**config.mk**
```make
export PLATFORM = sky130hd
export DESIGN_NAME = bp_fe_queue_replay_fifo
export DESIGN_NICKNAME = d
export VERILOG_FILES = /design/src/rtl/bp_common_pkg.sv /design/src/rtl/bp_queue_wrap_ptr.sv /design/src/rtl/bp_fe_queue_replay_fifo.sv
export SDC_FILE = /design/constraint.sdc
export NUM_CORES = 1
export LEC_CHECK = 0
export ABC_AREA = 1
export BUFFER_PORTS_ARGS = -buffer_cell sky130_fd_sc_hd__buf_2
export CAP_MARGIN = 20
export CORE_AREA = 2 2 104 106
export CTS_CLUSTER_SIZE = 40
export DETAILED_ROUTE_END_ITERATION = 16
export DIE_AREA = 0 0 106 108
export MAX_ROUTING_LAYER = met4
export PLACE_DENSITY = 0.54
export SLEW_MARGIN = 40
export SYNTH_ARGS = -nofsm -noshare
export SYNTH_HDL_FRONTEND = slang
export SYNTH_HIERARCHICAL = 1
export SYNTH_SLANG_ARGS = --single-unit
```
**constraint.sdc**
```tcl
create_clock -name clk_i -period 3.7 [get_ports clk_i]
set_input_delay 0.74 -clock clk_i [delete_from_list [all_inputs] [get_ports clk_i]]
set_output_delay 0.74 -clock clk_i [all_outputs]
set_load 0.005 [all_outputs]
```
**src/rtl/bp_common_pkg.sv**
```systemverilog
// bp_common_pkg
//   Sizing helpers shared by the front-end queues (FE queue replay FIFO and
//   the fe_cmd FIFO).
//   ptr_width(els) : width of a wrap-bit pointer for an els-deep queue
//                    (index bits plus one wrap bit).
//   cnt_width(n)   : width needed to hold a count in the range 0..n.
package bp_common_pkg;

   function automatic int ptr_width(input int els);
      return $clog2(els) + 1;
   endfunction

   function automatic int cnt_width(input int n);
      return $clog2(n + 1);
   endfunction

endpackage

```
**src/rtl/bp_queue_wrap_ptr.sv**
```systemverilog
// bp_queue_wrap_ptr
//   Wrap-bit queue pointer. Its MSB is the wrap bit, so that two pointers with
//   equal index bits can still be told apart as "full" or "empty". The
//   increment is variable, and a synchronous load overrides the increment.
//   Ports:
//     clk_i, reset_i : clock; asynchronous active-high reset (pointer -> 0)
//     inc_i          : amount to advance this cycle (0 holds)
//     load_v_i       : load load_val_i instead of incrementing
//     load_val_i     : value to load
//     ptr_o          : current pointer value
module bp_queue_wrap_ptr #(
   parameter int width_p = 4
) (
   input  logic               clk_i,
   input  logic               reset_i,
   input  logic [width_p-1:0] inc_i,
   input  logic               load_v_i,
   input  logic [width_p-1:0] load_val_i,
   output logic [width_p-1:0] ptr_o
);

   logic [width_p-1:0] ptr_n;

   // The natural modulo-2^width_p overflow of the adder performs the wrap.
   assign ptr_n = load_v_i ? load_val_i : ptr_o + inc_i;

   // NOTE: state is updated with non-blocking assignments only, so every
   // flop samples the values from before the clock edge.
   always_ff @(posedge clk_i or posedge reset_i) begin
      if (reset_i) ptr_o <= '0;
      else         ptr_o <= ptr_n;
   end

endmodule

```
**src/rtl/bp_fe_queue_replay_fifo.sv**
```systemverilog
// bp_fe_queue_replay_fifo
//   Replay FIFO between the FE queue output and the BE issue stage. Entries
//   stay stored after they are read, until the back end commits them. This
//   allows a replay from the oldest uncommitted entry (roll) and a full flush
//   on redirect (clr). Up to deq_width_p entries can be committed per cycle.
//   Optional macro BP_FE_QUEUE_BYPASS_EN: when the FIFO has no unread entry,
//   an enqueue appears on data_o/v_o in the same cycle, and the entry is
//   still written so that it can be replayed.
//   Ports:
//     clk_i, reset_i   : clock; asynchronous active-high reset
//     data_i, v_i      : enqueue data and valid; ready_o means space is free
//     data_o, v_o      : entry at the read pointer; yumi_i consumes it
//     deq_v_i          : commit request
//     deq_cnt_i        : number of entries to commit (1..deq_width_p)
//     roll_v_i         : replay; the read pointer returns to the commit pointer
//     clr_v_i          : flush every uncommitted entry
//     count_o          : uncommitted occupancy (wptr - cptr)
module bp_fe_queue_replay_fifo
   import bp_common_pkg::*;
#(
   parameter int width_p            = 8,
   parameter int els_p              = 8,
   parameter int deq_width_p        = 1,
   parameter int ready_THEN_valid_p = 1,
   localparam int ptr_w_lp          = ptr_width(els_p),
   localparam int cnt_w_lp          = cnt_width(els_p),
   localparam int deq_cnt_w_lp      = cnt_width(deq_width_p)
) (
   input  logic                    clk_i,
   input  logic                    reset_i,
   input  logic [width_p-1:0]      data_i,
   input  logic                    v_i,
   output logic                    ready_o,
   output logic [width_p-1:0]      data_o,
   output logic                    v_o,
   input  logic                    yumi_i,
   input  logic                    deq_v_i,
   input  logic [deq_cnt_w_lp-1:0] deq_cnt_i,
   input  logic                    roll_v_i,
   input  logic                    clr_v_i,
   output logic [cnt_w_lp-1:0]     count_o
);

   logic [ptr_w_lp-1:0] cptr, rptr, wptr;
   logic [ptr_w_lp-1:0] commit_inc, cptr_n, occupancy;
   logic                accept, enq, yumi_eff, stored_v;
   logic [width_p-1:0]  mem [els_p];

   // The commit is applied first. Roll and clr then target the commit
   // pointer after this cycle's commit.
   assign commit_inc = deq_v_i ? ptr_w_lp'(deq_cnt_i) : '0;
   assign cptr_n     = cptr + commit_inc;

   assign occupancy = wptr - cptr;
   assign count_o   = cnt_w_lp'(occupancy);
   // Full is judged on the current state only. Space freed by a commit in
   // the same cycle is not passed through.
   assign ready_o   = occupancy != ptr_w_lp'(els_p);

   assign accept = (ready_THEN_valid_p != 0) ? v_i : (v_i & ready_o);
   // The FE is being redirected in the same cycle as a flush, so the enqueue
   // is dropped.
   assign enq    = accept & ~clr_v_i;

   assign stored_v = rptr != wptr;

`ifdef BP_FE_QUEUE_BYPASS_EN
   logic bypass;
   assign bypass = enq & (rptr == wptr);
   assign v_o    = stored_v | bypass;
   assign data_o = bypass ? data_i : mem[rptr[ptr_w_lp-2:0]];
`else
   assign v_o    = stored_v;
   assign data_o = mem[rptr[ptr_w_lp-2:0]];
`endif

   // A roll or clr repositions rptr, so a read in the same cycle is ignored.
   assign yumi_eff = yumi_i & v_o & ~roll_v_i & ~clr_v_i;

   bp_queue_wrap_ptr #(.width_p(ptr_w_lp)) cptr_reg (
      .clk_i      (clk_i),
      .reset_i    (reset_i),
      .inc_i      (commit_inc),
      .load_v_i   (1'b0),
      .load_val_i ('0),
      .ptr_o      (cptr)
   );

   bp_queue_wrap_ptr #(.width_p(ptr_w_lp)) rptr_reg (
      .clk_i      (clk_i),
      .reset_i    (reset_i),
      .inc_i      (ptr_w_lp'(yumi_eff)),
      .load_v_i   (roll_v_i | clr_v_i),
      .load_val_i (cptr_n),
      .ptr_o      (rptr)
   );

   bp_queue_wrap_ptr #(.width_p(ptr_w_lp)) wptr_reg (
      .clk_i      (clk_i),
      .reset_i    (reset_i),
      .inc_i      (ptr_w_lp'(enq)),
      .load_v_i   (clr_v_i),
      .load_val_i (cptr_n),
      .ptr_o      (wptr)
   );

   // NOTE: the storage array has no reset. The pointers alone decide which
   // entries are valid, and leaving the array unreset keeps it a plain
   // register file.
   always_ff @(posedge clk_i) begin
      if (enq) mem[wptr[ptr_w_lp-2:0]] <= data_i;
   end

   // A commit may only retire entries that have already been read.
   deq_legal_a: assert property (@(posedge clk_i) disable iff (reset_i)
      deq_v_i |-> (deq_cnt_i != '0) && (ptr_w_lp'(deq_cnt_i) <= (rptr - cptr)));

   yumi_legal_a: assert property (@(posedge clk_i) disable iff (reset_i)
      yumi_i |-> v_o);

endmodule

```
Word-level counts from Yosys, hierarchy flattened
Memory sizes are Yosys's and may differ from the RTL's.
Cells that the tools add are included.
{"block": "totals", "ram_bits": 64, "input_bits": 16, "elab_cells": 22, "mem_count": 1, "register_bits": 12, "out_inout_bits": 14}
{"block": "op_classes", "addsub": 4, "n_eq_ne": 2, "muxes": 5, "n_bitwise": 7}
{"name": "mem", "depth": 8, "word_bits": 8, "read_ports": 1, "rd_ports_with_merged_regs": 0, "write_ports": 1, "line": "bp_fe_queue_replay_fifo.sv:47", "source": "logic [width_p-1:0] mem [els_p];"}
{"op": "adder 4 x 1 -> 4 bit", "n": 3}
{"op": "two-way mux 4 bit", "n": 2}
{"op": "bitwise AND 1 bit", "n": 4}
{"op": "!= test 4 bit", "n": 1}
{"op": "!= test 4 bit, second input constant", "n": 1}
{"op": "subtractor 4 bit", "n": 1}
{"op": "two-way mux 1 bit", "n": 3}
{"op": "inverter 1 bit", "n": 2}
{"op": "bitwise OR 1 bit", "n": 1}

Logic depth before layout (Yosys ltp)
Gate-level depths: netlist of the first run.
{"block": "logic_depth", "word_depth": 6, "depth_mapped": 13, "ltp_nobuf": 12}

Modules after synthesis
Netlist of the first run, hierarchy kept.
{"module": "bp_fe_queue_replay_fifo", "instances": 1, "area_per_inst_um2": 3218.1, "cells_per_inst": 348, "seq_area_each_um2": 1921.8}
{"module": "bp_queue_wrap_ptr", "instances": 3, "area_per_inst_um2": 286.5, "cells_per_inst": 36, "seq_area_each_um2": 100.1}

Worst setup path after synthesis of the first run
Ideal clock, no wire load.
{"block": "synth_timing", "kind": "reg2out", "startpoint": "reg wptr_reg.ptr_o[0]", "endpoint": "out ready_o", "required_time_ns": 2.960, "n_path_buf": 0, "t_arrival_ns": 1.589, "path_slack_ns": 1.371, "stages_incl_launch_ff": 8, "cell_sequence": "dfrtp_1 -> inv_1 -> ha_1 -> inv_1 -> fa_1 -> or2_2 -> nor2_1 -> nand3_1"}
{"block": "synth_via", "elab_chain_cells": 2}
{"element": "from (decl)", "line": "bp_queue_wrap_ptr.sv:19", "source": "output logic [width_p-1:0] ptr_o"}
{"element": "from (signal assigned)", "line": "bp_queue_wrap_ptr.sv:31", "source": "else ptr_o <= ptr_n;"}
{"element": "subtractor 4 bit", "line": "bp_fe_queue_replay_fifo.sv:54", "source": "assign occupancy = wptr - cptr;"}
{"element": "via count_o[1]", "line": "bp_fe_queue_replay_fifo.sv:41", "source": "output logic [cnt_w_lp-1:0] count_o"}
{"element": "!= test 4 bit", "line": "bp_fe_queue_replay_fifo.sv:58", "source": "assign ready_o = occupancy != ptr_w_lp'(els_p);"}
{"element": "to (decl)", "line": "bp_fe_queue_replay_fifo.sv:33", "source": "output logic ready_o,"}
The timed path passes the listed nets, and every way through them passes these cells.

Final worst setup path of the first run
{"block": "layout_timing", "startpoint": "reg wptr_reg.ptr_o[0]", "endpoint": "out ready_o"}
{"block": "layout_via", "elab_chain_cells": 2}
{"element": "subtractor 4 bit", "line": "bp_fe_queue_replay_fifo.sv:54"}
{"element": "!= test 4 bit", "line": "bp_fe_queue_replay_fifo.sv:58"}
Every way passes these cells.

==> results of run 1 <==
sequential cells by signal, summed over array words and instances (netlist names):
name            cells
mem                64
cptr_reg/ptr_o      4
rptr_reg/ptr_o      4
wptr_reg/ptr_o      4
cells by family after synthesis:
group           share of synthesized area
other cells                      0.000920
flops                               0.545
compound gates                     0.0123
buf+inv                             0.113
xor+xnor                           0.0301
simple gates                        0.236
fa+ha+maj                          0.0626
stage by stage:
stage	util	setup WS [ns]	cell area, um2
after detailed placement	0.432	1.22	4420
after global placement	0.431	1.23	4410
after global routing	0.451	0.628	4610
after floorplan	-	1.37	4170
after CTS	0.451	0.808	4610
final	0.451	0.839	4610
cells in the final DEF, fill, tap and decap left out, drive strengths merged:
cell    instances
xor2            9
edfxtp         64
conb           26
dfrtp          12
fa              4
nor2           18
or2             5
ha             14
a21oi           4
buf            32
clkinv          5
and2            1
o21ai           6
clkbuf         10
nand3          42
bufinv          1
xnor2           5
inv            94
nand2         166
layout make-up:
| type | instances | area [um2] | share of cell area |
|---|---|---|---|
| clock buffers | 10 | 128 | 0.0277 |
| clock inverters | 6 | 65.1 | 0.0141 |
| inverters | 94 | 358 | 0.0776 |
| multi-input cells | 300 | 1500 | 0.326 |
| flip-flops and latches | 76 | 2220 | 0.482 |
| well taps | 136 | 170 | 0.0369 |
| repair buffers | 32 | 168 | 0.0364 |
how the worst max path moves through the flow:
stage / from / endpoint / cells past startpoint
after floorplan: wptr_reg/ptr_o[0]$_DFF_PP0_ / ready_o / 7
after global placement: wptr_reg/ptr_o[0]$_DFF_PP0_ / ready_o / 8
after detailed placement: wptr_reg/ptr_o[0]$_DFF_PP0_ / ready_o / 8
after CTS: wptr_reg/ptr_o[0]$_DFF_PP0_ / ready_o / 8
after global routing: wptr_reg/ptr_o[0]$_DFF_PP0_ / ready_o / 8
final: wptr_reg/ptr_o[0]$_DFF_PP0_ / ready_o / 8
report_power, final:
group | switching, uW | leakage [uW] | internal, uW
sequential | 92.5 | 0.000723 | 988
clock | 302 | 0.0000979 | 312
combinational | 378 | 0.00143 | 264
critical path, cell delays in order, from the launching register on:
cell and delay [ns]:
dfrtp_1 0.41, inv_1 0.11, ha_1 0.15, inv_1 0.05, fa_1 0.45, or2_2 0.30
nor2_1 0.10, nand3_1 0.07, buf_2 0.12
routing by layer:
| metal | vias up | global-route usage | routed length [um] |
|---|---|---|---|
| li1 | 1497 | - | - |
| met1 | 1262 | 0.195 | 3680 |
| met2 | 48 | 0.262 | 3850 |
| met3 | 10 | 0.0422 | 294 |
| met4 | 0 | 0.0432 | 105 |
| met5 | - | - | 0 |
==> run metrics, run 1 <==
worst clock skew=0.00834 ns; clk slew on worst S/H paths=0.08 ns; Yosys cell types=23; layout net count=547; Cells after Synth=456; die height=108 um; Worst Hold Class=in -> async; initial antenna violation count=0; R2R cell count=10; Synth top area share=0.471; input/output buffers=29; Setup Fix Bufs, Post-CTS=0; Post-DRT Antenna Nets=0; slew margin rel.=0.474; Antenna Cells=0; Critical R2R Launch=rptr_reg/ptr_o[0]$_DFF_PP0_; DR WL/cell=12.1 um; top cell type by total area after synthesis=edfxtp_1; num ports=30; worst-path fanout max=4; Post-Syn Area=4080 um2; Slew Limit Fails=0; DPL Wire Length=5.43 mm; Crit path arrival time=2.12 ns; cts repair resizes=0; grt ovf=0; Core ar.=10200 um2; count leader, synth=nand2_1; Peak VDD IR=0.266 mV; Final Critical Period=2.86 ns; top cells by area, synth=edfxtp_1, nand2_1, inv_1; final hold vios=0; clock sink total=76; TritonRoute pass-1 iters=5; Final GP Congestion=0.774; EDFF count, synth=64; Fill cells=1003; Longest Clk Path Bufs=2; flop2flop setup slack=1.22 ns; critical path class=reg -> out; status=completed; Die X=106 um; vias=2817; overall power=2340 uW; clock latency on the worst-skew pair=0.35 ns; CTS tree=done; synth cell count leaders=nand2_1, inv_1, edfxtp_1; dpl cells=638; Initial Util=0.399; Critical Path RT=2.96 ns; Pleak=0.00225 uW; #FFs+latches synth=76; hold_buf cts=0; largest net degree at the start of global routing=34; CTS buffer count=9; Synth Flop Type=edfxtp_1; worst hold slack=0.281 ns; Worst setup SP type=flip-flop; first-pass GRT wire length=13.5 mm; register area share after synthesis=0.545; YS warnings=6; Reg2Reg Capture Point=rptr_reg/ptr_o[2]$_DFF_PP0_; worst slew pin tran=0.788 ns; Fmax achieved=0.350 GHz; Std-Cell Rows=37; wirelength, routed=7.93 mm; Setup-failing EPs final=0; Avg Cell Area, Syn=8.94 um2; RSZ-0062 raised after global routing=false; Max-Cap Viols=0; final non-filler cell total=654; ys async rst share=0.158; critical path capture point type=output port; DRC=0; via-per-instance ratio=4.31; vias in the first global route=2739; DIE AREA=11400 um2; layout cell share with drive strength beyond 1=0.127; Sum Neg Setup Slack=0 ns; GRT Resource Usage Total=0.159; Tcrit/Tclk final=0.773; DR iter-0 viols=112; Layout area overhead=13.1%; H-Tree Level Count=3; CTS root buf=clkbuf_8; Pwr Density=506 nW/um2
(Power assumes the default switching activity.)
==> run 2, diff against run 1 <==
clock period = 2.96 ns   (was 3.7 ns; I/O delays follow)
==> run metrics, run 2 (same netlist as run 1, synthesis figures left out) <==
Design Area, Final=4670 um2 (was 4610 um2); die height=108 um (unchanged); initial antenna violation count=0 (unchanged); overall power=3030 uW (was 2340 uW); Critical R2R Launch=rptr_reg/ptr_o[2]$_DFF_PP0_ (was rptr_reg/ptr_o[0]$_DFF_PP0_); worst hold slack=0.130 ns (was 0.281 ns); Post-DRT Antenna Nets=0 (unchanged); via-per-instance ratio=4.33 (was 4.31); DIE AREA=11400 um2 (unchanged); layout cell share with drive strength beyond 1=0.131 (was 0.127); Flop pwr share=0.437 (was 0.462); wirelength, routed=8.26 mm (was 7.93 mm); CTS root buf=clkbuf_8 (unchanged); status=completed (unchanged); power share of the combinational group=0.276 (was 0.275); num ports=30 (unchanged); CTS tree=done (unchanged); Fmax achieved=0.365 GHz; Setup Fix Bufs, Post-CTS=0 (unchanged); Core ar.=10200 um2 (unchanged); critical path capture point type=output port (unchanged); DR iter-0 viols=136 (was 112); commonest non-fill, non-tap cells in the layout=nand2_1, inv_1, edfxtp_1, nand3_1, buf_2 (unchanged); worst-path fanout max=4 (unchanged); first-pass GRT wire length=13.9 mm (was 13.5 mm); vias=2864 (was 2817); hold_buf cts=0 (unchanged); top layer in use=met4 (unchanged); Pleak=0.00230 uW (was 0.00225 uW); Sum Neg Setup Slack=0 ns (unchanged); Initial Util=0.399 (unchanged); Crit path arrival time=2.15 ns (was 2.12 ns); Pint=2050 uW (was 1560 uW); layout net count=554 (was 547); Worst Hold Class=in -> async (unchanged); Layout area overhead=14.6% (was 13.1%); final hold vios=0 (unchanged); worst clock skew=0.00794 ns (was 0.00834 ns); Longest Clk Path Bufs=2 (unchanged); max reg flops=64 (unchanged); Antenna Cells=0 (unchanged); Critical Path RT=2.37 ns (was 2.96 ns); clock sink total=76 (unchanged); dpl cells=645 (was 638); Tcrit/Tclk final=0.925; clk slew on worst S/H paths=0.08 ns (about the same); DR WL met3=404 um (was 294 um); Peak VDD IR=0.311 mV (was 0.266 mV); Worst setup SP type=flip-flop (unchanged); Std-Cell Rows=37 (unchanged); final non-filler cell total=661 (was 654); Final GP Congestion=0.753 (was 0.774); Setup-failing EPs final=0 (unchanged); Psw=983 uW (was 772 uW); vias in the first global route=2853 (was 2739); DPL Wire Length=5.82 mm (was 5.43 mm); largest net degree at the start of global routing=35 (was 34); most common cell after layout, fill and taps aside=nand2_1 (unchanged); clock share of power=0.286 (was 0.263); met2 wire len=3.89 mm (was 3.85 mm); Final Critical Period=2.74 ns; clock latency on the worst-skew pair=0.36 ns (was 0.35 ns); input/output buffers=29 (unchanged); flop2flop setup slack=0.75 ns (was 1.22 ns); Die X=106 um (unchanged); Switching Share=0.325 (was 0.331); cts repair resizes=0 (unchanged); CTS buffer count=9 (unchanged); GRT Resource Usage Total=0.167 (was 0.159); DRC=0 (unchanged); Reg2Reg Capture Point=rptr_reg/ptr_o[1]$_DFF_PP0_ (was rptr_reg/ptr_o[2]$_DFF_PP0_); DR WL/cell=12.5 um (was 12.1 um); critical path class=reg -> out (unchanged); Slew Limit Fails=0 (unchanged); R2R cell count=9 (was 10); TritonRoute pass-1 iters=4 (was 5); grt ovf=0 (unchanged); met1 WL=3.84 mm (was 3.68 mm); RSZ-0062 raised after global routing=false (unchanged); Pwr Density=648 nW/um2 (was 506 nW/um2); Post-DP Area=4460 um2 (was 4420 um2); Max-Cap Viols=0 (unchanged); H-Tree Level Count=3 (unchanged)
==> run 2: layer usage <==
metal	GRT usage	up-vias
met4	0.0602	0
li1	-	1503
met3	0.0356	8
met2	0.278	52
met5	-	-
met1	0.201	1301
==> run 2: per-stage QoR <==
stage          utilization  worst slack, ns
2_1_floorplan            -            0.779
3_3_place_gp         0.436            0.624
3_5_place_dp         0.436            0.627
4_1_cts              0.457            0.207
5_1_grt              0.457           0.0579
6_report             0.457            0.221
==> run 2: final cells by class <==
class / count / area [um2]
Clock buffer: 9 / 124
Fill cell: 1019 / 5560
Clock inverter: 7 / 90.1
Timing Repair Buffer: 39 / 220
Tap cell: 136 / 170
Inverter: 94 / 358
Sequential cell: 76 / 2220
Multi-Input combinational cell: 300 / 1490
==> run 2: power by group through the flow <==
stage / logic, uW / clock network, uW / registers [uW]
finish: 837 / 867 / 1320
global route: 980 / 927 / 1340
CTS: 850 / 887 / 1330
detailed placement: 844 / 0 / 1350
global placement: 831 / 0 / 1350
floorplan: 643 / 0 / 1310
==> run 2: worst max path at each step <==
stage                                 from  endpoint  slack (ns)  depth (start not counted)
3_5_place_dp   wptr_reg/ptr_o[0]$_DFF_PP0_   ready_o        0.63                          8
6_report       wptr_reg/ptr_o[0]$_DFF_PP0_   ready_o        0.22                          8
5_1_grt        wptr_reg/ptr_o[0]$_DFF_PP0_   ready_o        0.06                          8
3_3_place_gp   wptr_reg/ptr_o[0]$_DFF_PP0_   ready_o        0.62                          8
4_1_cts        wptr_reg/ptr_o[0]$_DFF_PP0_   ready_o        0.21                          8
2_1_floorplan  wptr_reg/ptr_o[0]$_DFF_PP0_   ready_o        0.78                          7
==> run 2: critical path, stage by stage, from the launching register on <==
cell and delay (ns):
dfrtp_1 0.41, inv_1 0.11, ha_1 0.15, inv_1 0.06, fa_1 0.46, or2_2 0.30, nor2_1 0.10, nand3_1 0.07
buf_2 0.13
